`src/rtl/pipeline_pkg.sv`:
```
// Shared fetch/decode pipeline types and constants.
// Holds the instruction width, the NOP encoding, the reset PC and the fetch entry layout.
package pipeline_pkg;

   localparam int          INSTR_W          = 32;
   localparam logic [31:0] NOP_INSTR        = 32'h0;
   localparam logic [31:0] RESET_PC_DEFAULT = 32'h00400020;

   typedef struct packed {
      logic [31:0]        pc;
      logic [INSTR_W-1:0] instr;
   } fetch_entry_t;

endpackage

```
`src/rtl/if_fifo.sv`:
```
// Small synchronous FIFO with a registered count and a synchronous flush.
// Latency: a push is visible at the head the cycle after it is written.
// Backpressure: none internally; the caller must never push when full or pop when empty.
module if_fifo #(
   parameter int DEPTH = 4,
   parameter int W     = 64,
   localparam int PW   = $clog2(DEPTH),
   localparam int CW   = PW + 1
) (
   input  logic          clk,
   input  logic          reset,
   input  logic          flush,
   input  logic          push_vld,
   input  logic [W-1:0]  push_dat,
   input  logic          pop_vld,
   output logic [W-1:0]  head_dat,
   output logic [CW-1:0] count
);

   localparam logic [PW-1:0] PTR_ONE = PW'(1);

   logic [W-1:0]  mem [DEPTH];
   logic [PW-1:0] wr_ptr;
   logic [PW-1:0] rd_ptr;

   always_ff @(posedge clk or posedge reset) begin
      if (reset) begin
         wr_ptr <= '0;
         rd_ptr <= '0;
         count  <= '0;
      end else if (flush) begin
         wr_ptr <= '0;
         rd_ptr <= '0;
         count  <= '0;
      end else begin
         if (push_vld) wr_ptr <= wr_ptr + PTR_ONE;
         if (pop_vld)  rd_ptr <= rd_ptr + PTR_ONE;
         count <= count + CW'(push_vld) - CW'(pop_vld);
      end
   end

   // Storage needs no reset: count gates every read of it.
   always_ff @(posedge clk) begin
      if (push_vld && !flush) mem[wr_ptr] <= push_dat;
   end

   assign head_dat = mem[rd_ptr];

endmodule

```
`src/rtl/if_prefetch_queue.sv`:
```
// Instruction prefetch queue feeding ID: one-cycle imem reads buffered with their PCs.
// Latency: req in cycle N, word pushed end of N+1, valid at ID in N+2 (no bypass).
// Backpressure: id_stall holds the head; reqs stop once queued + in-flight words reach DEPTH.
module if_prefetch_queue
   import pipeline_pkg::*;
#(
   parameter int          DEPTH    = 4,
   parameter logic [31:0] RESET_PC = RESET_PC_DEFAULT
) (
   input  logic                     clk,
   input  logic                     reset,
   output logic                     imem_req,
   output logic [31:0]              imem_addr,
   input  logic [31:0]              imem_rdata,
   input  logic                     redirect,
   input  logic [31:0]              redirect_pc,
   input  logic                     id_stall,
   output logic [31:0]              instr_id,
   output logic [31:0]              pc_id,
   output logic                     valid_id,
   output logic [$clog2(DEPTH):0]   occupancy
);

   localparam int CW = $clog2(DEPTH) + 1;

   logic [31:0]   fetch_pc;
   logic [31:0]   fetch_addr_q;
   logic          inflight;
   logic [CW-1:0] count;
   logic [CW:0]   credit;
   logic          pop;
   logic          push;
   fetch_entry_t  head;
   fetch_entry_t  push_entry;

   assign credit    = {1'b0, count} + (CW+1)'(inflight);
   assign pop       = valid_id & ~id_stall & ~redirect;
   assign push      = inflight & ~redirect;
   assign imem_addr = fetch_pc & 32'hFFFF_FFFC;
   assign imem_req  = ~reset & ~redirect & ((credit < (CW+1)'(DEPTH)) | pop);

   always_ff @(posedge clk or posedge reset) begin
      if (reset) begin
         fetch_pc     <= RESET_PC;
         fetch_addr_q <= '0;
         inflight     <= 1'b0;
      end else if (redirect) begin
         // The in-flight word belongs to the old stream and is dropped.
         fetch_pc <= redirect_pc & 32'hFFFF_FFFC;
         inflight <= 1'b0;
      end else begin
         inflight <= imem_req;
         if (imem_req) begin
            fetch_pc     <= imem_addr + 32'd4;
            fetch_addr_q <= imem_addr;
         end
      end
   end

   assign push_entry.pc    = fetch_addr_q;
   assign push_entry.instr = imem_rdata;

   if_fifo #(
      .DEPTH (DEPTH),
      .W     ($bits(fetch_entry_t))
   ) u_fifo (
      .clk      (clk),
      .reset    (reset),
      .flush    (redirect),
      .push_vld (push),
      .push_dat (push_entry),
      .pop_vld  (pop),
      .head_dat (head),
      .count    (count)
   );

   assign valid_id  = (count != '0);
   assign occupancy = count;
   assign instr_id  = valid_id ? head.instr : NOP_INSTR;
   assign pc_id     = valid_id ? head.pc    : 32'h0;

endmodule

```
`config.mk`:
```
export PLATFORM = sky130hd
export DESIGN_NAME = if_prefetch_queue
export DESIGN_NICKNAME = d
export VERILOG_FILES = /design/src/rtl/pipeline_pkg.sv /design/src/rtl/if_fifo.sv /design/src/rtl/if_prefetch_queue.sv
export SDC_FILE = /design/constraint.sdc
export NUM_CORES = 1
export LEC_CHECK = 0
export ABC_AREA = 1
export BUFFER_PORTS_ARGS = -buffer_cell sky130_fd_sc_hd__buf_2
export CORE_MARGIN = 10
export CORE_UTILIZATION = 35
export DETAILED_ROUTE_END_ITERATION = 8
export PLACE_DENSITY = 0.63
export SYNTH_ARGS = -nofsm -noshare
export SYNTH_HDL_FRONTEND = slang
export SYNTH_HIERARCHICAL = 1
export SYNTH_SLANG_ARGS = --single-unit
```
`constraint.sdc`:
```
create_clock -name clk -period 4.13 [get_ports clk]
set_input_delay 0.413 -clock clk [delete_from_list [all_inputs] [get_ports clk]]
set_output_delay 0.413 -clock clk [all_outputs]
set_load 0.01 [all_outputs]
```
## Yosys cells after proc, flatten, opt, wreduce, memory -nomap -nowiden

Memory sizes are Yosys's and may differ from the RTL's.
Index checks and enable logic that the tools add are counted.

| word-level totals | value |
|---|---|
| word-level logic and storage cells | 42 |
| memories kept | 1 |
| output and inout port bits | 101 |
| register bits | 70 |
| bits of input ports | 68 |
| memory bits (writable) | 248 |

Memory list:

| memory | depth | bits a word | rd ports | clocked after memory_dff | wr ports | line | text |
|---|---|---|---|---|---|---|---|
| u_fifo.mem | 4 | 62 | 1 | 0 | 1 | if_fifo.sv:22 | `logic [W-1:0] mem [DEPTH];` |

| operators by class | value |
|---|---|
| reduce and logical (&&, ||, !) cells | 7 |
| multiplexer cells | 12 |
| $add $sub $neg | 6 |
| $lt $le $gt $ge | 1 |
| bitwise gates (word level) | 9 |

Operators with widths:

| kind | count |
|---|---|
| $mux W32 | 4 |
| $add A32 B3 Y32 const B | 1 |
| $mux W2 | 4 |
| $reduce_bool A2 Y1 | 3 |
| $and A1 B1 Y1 | 5 |
| $add A2 B1 Y2 const B | 2 |
| $add A3 B1 Y4 | 1 |
| $lt A4 B3 Y1 const B | 1 |
| $add A3 B1 Y3 | 1 |
| $mux W1 | 3 |
| $mux W3 | 1 |
| $not A1 Y1 | 3 |
| $reduce_bool A3 Y1 | 1 |
| $sub A3 B1 Y3 | 1 |
| $reduce_and A2 Y1 | 1 |
| $logic_and A1 B1 Y1 | 1 |
| $logic_not A1 Y1 | 1 |
| $or A1 B1 Y1 | 1 |

## Longest topological paths before layout

| depth | value |
|---|---|
| depth in word-level cells | 7 |
| gate-level depth with buffers | 13 |
| depth with buffers taken out | 12 |

## Modules after synthesis

The synthesis kept the hierarchy.

By module, submodules not included:

| module | times used | area each (µm²) | cells an instance | seq. area each (µm²) |
|---|---|---|---|---|
| if_fifo | 1 | 10538.9 | 799 | 7862.5 |
| if_prefetch_queue | 1 | 4010.1 | 630 | 1529.0 |

## Worst setup path before layout

Ideal clock, no wire load.

| timing path | value |
|---|---|
| kind | input to register |
| from | input redirect |
| to | memory u_fifo/mem[0][0] (netlist name), enable pin |
| data arrival time | 3807 ps |
| stages on the path | 5 |
| library setup time | 486 ps |
| required time | 3644 ps |
| slack | -163 ps |
| path buffers | 2 |
| cell sequence | buf_4 -> clkbuf_1 -> nor2_1 -> nand2_1 -> nor2_1 |

| on the way | value |
|---|---|
| word-level cells in the longest chain between the ends | 5 |
| elaborated cells on any way between the ends | 6 |
| those cells by class | mux: 2; bitwise: 2; reduce/logical: 2 |

RTL lines:

| element | line | text |
|---|---|---|
| from (decl) | if_prefetch_queue.sv:15 | `input logic redirect,` |
| $not A1 Y1 (no source line) | -- |  |
| $and A1 B1 Y1 | if_prefetch_queue.sv:38 | `assign push = inflight & ~redirect;` |
| net push | if_prefetch_queue.sv:32 | `logic push;` |
| $logic_and A1 B1 Y1 | if_fifo.sv:44 | `if (push_vld && !flush) mem[wr_ptr] <= push_dat;` |
| $mux W1 | if_fifo.sv:44 |  |
| $mux W1 (implied by the code) | if_fifo.sv:44 |  |
| to (decl) | if_fifo.sv:22 |  |

The timed path passes the listed nets, and every way through them passes these cells.

==> flow_metrics.tcl <==
set metrics [dict create \
    synth_area_um2 14500 \
    p_sw_frac 0.301 \
    cts_root_buffer "clkbuf_16" \
    r2r_end "u_fifo/count[2]" \
    antenna_cells 0 \
    drive_above_1_share 0.161 \
    antenna_found_initial 0 \
    min_path_type "input port to register" \
    wl_per_cell_um 14.9 \
    grt_pass1_vias 9630 \
    final_cells 2145 \
    io_pins 169 \
    start_kind "register" \
    register_area_um2 9400 \
    h-tree-depth 2 \
    cts_sinks 324 \
    dieArea_um2 50100 \
    core_um2 40900 \
    path_class "register to primary output" \
    cts_hold_buf 1 \
    syn_avg_cell_area_um2 10.2 \
    finalClockSkew_ns 0.0230 \
    cts_buffers 36 \
    place.detailed.hpwl_mm 20.6 \
    synth_cells 1429 \
    grt_start_max_net_pins 107 \
    drcViolationCount 0 \
    grt_pass1_wl_mm 51.2 \
    p_clk_frac 0.345 \
    totalWireLength_mm 31.9 \
    ys_types 32 \
    nets 1661 \
    fin_crit_ns 2.93 \
    rsz0062_at_grt "no" \
    worstPathMaxFanout 106 \
    p_seq_frac 0.468 \
    reg2reg_from "u_fifo/count[2]" \
    cts_resized 0 \
    critPathLaunch "u_fifo/rd_ptr[0]" \
    die-height_um 224 \
    port_buffers 164 \
    p_switching_w 0.00259 \
    finalSetupViolCount 0 \
    drt_iter0_drc 637 \
    finalMaxSlewViolations 0 \
    leakagePower_nw 7.22 \
    postRouteAntennaNets 0 \
    grt_usage 0.126 \
    p_comb_frac 0.187 \
    cts_tree "done" \
    die_x_um 224 \
    required_ns 3.72 \
    post_cts_buffers 0 \
    vias 9817 \
    dr.pass1.iters 6 \
    tns_ns 0 \
    slew_headroom 0.457 \
    start_util 0.356 \
    post-route-period-util 0.708 \
    yosysWarningCount 6 \
    num_rows 74 \
    finalHoldViolCount 0 \
    multiInputGateArea_um2 3720 \
    insertion_delay_ns 0.56 \
    worstPathArrival_ns 2.51 \
    r2r_cells 12 \
    ir_drop_v 0.000243 \
    placed_cells 2078 \
    overflow 0 \
    tightestPinTransition_ns 0.815 \
    crit_end "instr_id[21]" \
    syn_to_final_growth_pct 16.1 \
    reg2reg_slack_ns 2.12 \
    place_congestion 0.850 \
    cts_buffer_depth 3 \
    seq_area_frac_synth 0.646 \
    powerDensity_nw_per_um2 510 \
    fmax_ghz 0.342 \
    vias_per_cell 4.58 \
    status "finished, final reports clean" \
    end_kind "primary output" \
    path_clk_slew_ns 0.06 \
    max-cap-violations 0 \
    p_int_w 0.00602 \
    ys_ff_latch 324 \
    fill_cells 3947 \
]
## stage by stage
stage	cell area (µm²)	utilization	setup WS [ns]	hold slack (ns)	total power [W]
2_1_floorplan	14600	-	-0.163	0.216	0.00510
3_3_place_gp	15800	0.385	1.42	0.402	0.00572
3_5_place_dp	15800	0.385	1.37	0.410	0.00576
4_1_cts	16900	0.413	1.14	0.0334	0.00877
5_1_grt	16900	0.413	0.981	0.0540	0.00914
6_report	16900	0.413	1.20	0.0713	0.00861
## Yosys cell counts
master,count,area [µm²]
nand2_1,306,1150
inv_1,260,976
edfxtp_1,256,7690
nor2_1,138,518
o211ai_1,69,518
a21oi_1,67,335
dfrtp_1,66,1650
nand3_1,58,290
o21ai_1,52,260
o21ai_0,45,225
buf_6,25,282
buf_2,23,115
buf_4,8,60.1
clkbuf_1,7,26.3
ha_1,7,87.6
nand2_2,6,37.5
xor2_1,6,52.6
clkbuf_2,5,25.0
nor2_2,4,25.0
nor2_4,4,45.0
inv_2,3,11.3
nand4_1,3,18.8
dfstp_2,2,52.6
clkbuf_8,1,13.8
conb_1,1,3.75
fa_1,1,20.0
nand2_4,1,11.3
nand3_2,1,10.0
nand3_4,1,17.5
nor3_2,1,10.0
nor3b_1,1,7.51
or2_2,1,6.26
## cells in the final DEF, fill, tap and decap left out, types with 3 or more instances in the layout
| cell type | synthesis | layout |
|---|---|---|
| xor2_1 | 6 | 6 |
| clkbuf_16 | 0 | 36 |
| ha_1 | 7 | 7 |
| nor2_2 | 4 | 4 |
| buf_12 | 0 | 5 |
| clkbuf_8 | 1 | 3 |
| clkbuf_1 | 7 | 12 |
| o211ai_1 | 69 | 69 |
| dfrtp_1 | 66 | 64 |
| o21ai_0 | 45 | 45 |
| clkinv_1 | 0 | 3 |
| buf_2 | 23 | 164 |
| edfxtp_1 | 256 | 256 |
| a21oi_1 | 67 | 67 |
| inv_1 | 260 | 259 |
| nand4_1 | 3 | 3 |
| inv_2 | 3 | 4 |
| nor2_4 | 4 | 9 |
| clkinv_2 | 0 | 7 |
| nor2_1 | 138 | 133 |
| o21ai_1 | 52 | 52 |
| buf_4 | 8 | 8 |
| nand2_2 | 6 | 6 |
| conb_1 | 1 | 10 |
| nand3_1 | 58 | 58 |
| nand2_1 | 306 | 306 |
## cell families after synthesis
group / count (synthesis) / synth area share
AO/OA/AOI/OAI: 233 / 0.0920
buffers and inverters: 332 / 0.104
AND/OR/NAND/NOR: 525 / 0.147
flip-flops: 324 / 0.646
XOR/XNOR: 6 / 0.00361
adder cells (fa/ha/maj): 8 / 0.00740
other: 1 / 0.000258
## power groups by stage
stage	Sequential (W)	Combinational, W	Clock, W
finish	0.00403	0.00161	0.00297
global route	0.00407	0.00185	0.00323
CTS	0.00403	0.00167	0.00307
detailed placement	0.00409	0.00166	0
global placement	0.00408	0.00164	0
floorplan	0.00400	0.00109	0
## registers in the layout (all words and copies together) (netlist names)
register	count
u_fifo/mem	256
fetch_addr_q	30
fetch_pc	30
u_fifo/count	3
u_fifo/rd_ptr	2
u_fifo/wr_ptr	2
inflight	1
## worst min path at each step
stage	start	end	slack, ns	cells past startpoint
floorplan	reset	u_fifo/count[0]	0.22	1
global placement	reset	u_fifo/count[0]	0.40	2
detailed placement	reset	u_fifo/count[2]	0.41	2
CTS	redirect_pc[10]	fetch_pc[10]	0.03	3
global route	imem_rdata[23]	u_fifo/mem[2][23]	0.05	1
finish	redirect_pc[11]	fetch_pc[11]	0.07	3
## routing by layer
| layer | routed length (µm) | global-route usage | up-vias |
|---|---|---|---|
| met5 | 0 | 0 | - |
| met4 | 703 | 0.0473 | 0 |
| met3 | 1810 | 0.0309 | 52 |
| met2 | 15300 | 0.210 | 211 |
| met1 | 14100 | 0.157 | 4599 |
| li1 | - | - | 4955 |
## critical path, stage by stage (launching register included)
cell	delay [ns]
dfrtp_4	0.87
buf_12	0.40
a21oi_1	0.15
o21ai_1	0.10
nand2_1	0.07
inv_1	0.07
nor2_1	0.04
buf_2	0.17
## cell type report
type | instances | area share
clock buffer | 51 | 0.0585
tap | 532 | 0.0394
multi-input combinational | 782 | 0.220
timing repair buffer | 178 | 0.0587
sequential | 324 | 0.557
clock inverter | 15 | 0.00822
inverter | 263 | 0.0585
(Power assumes the default switching activity.)
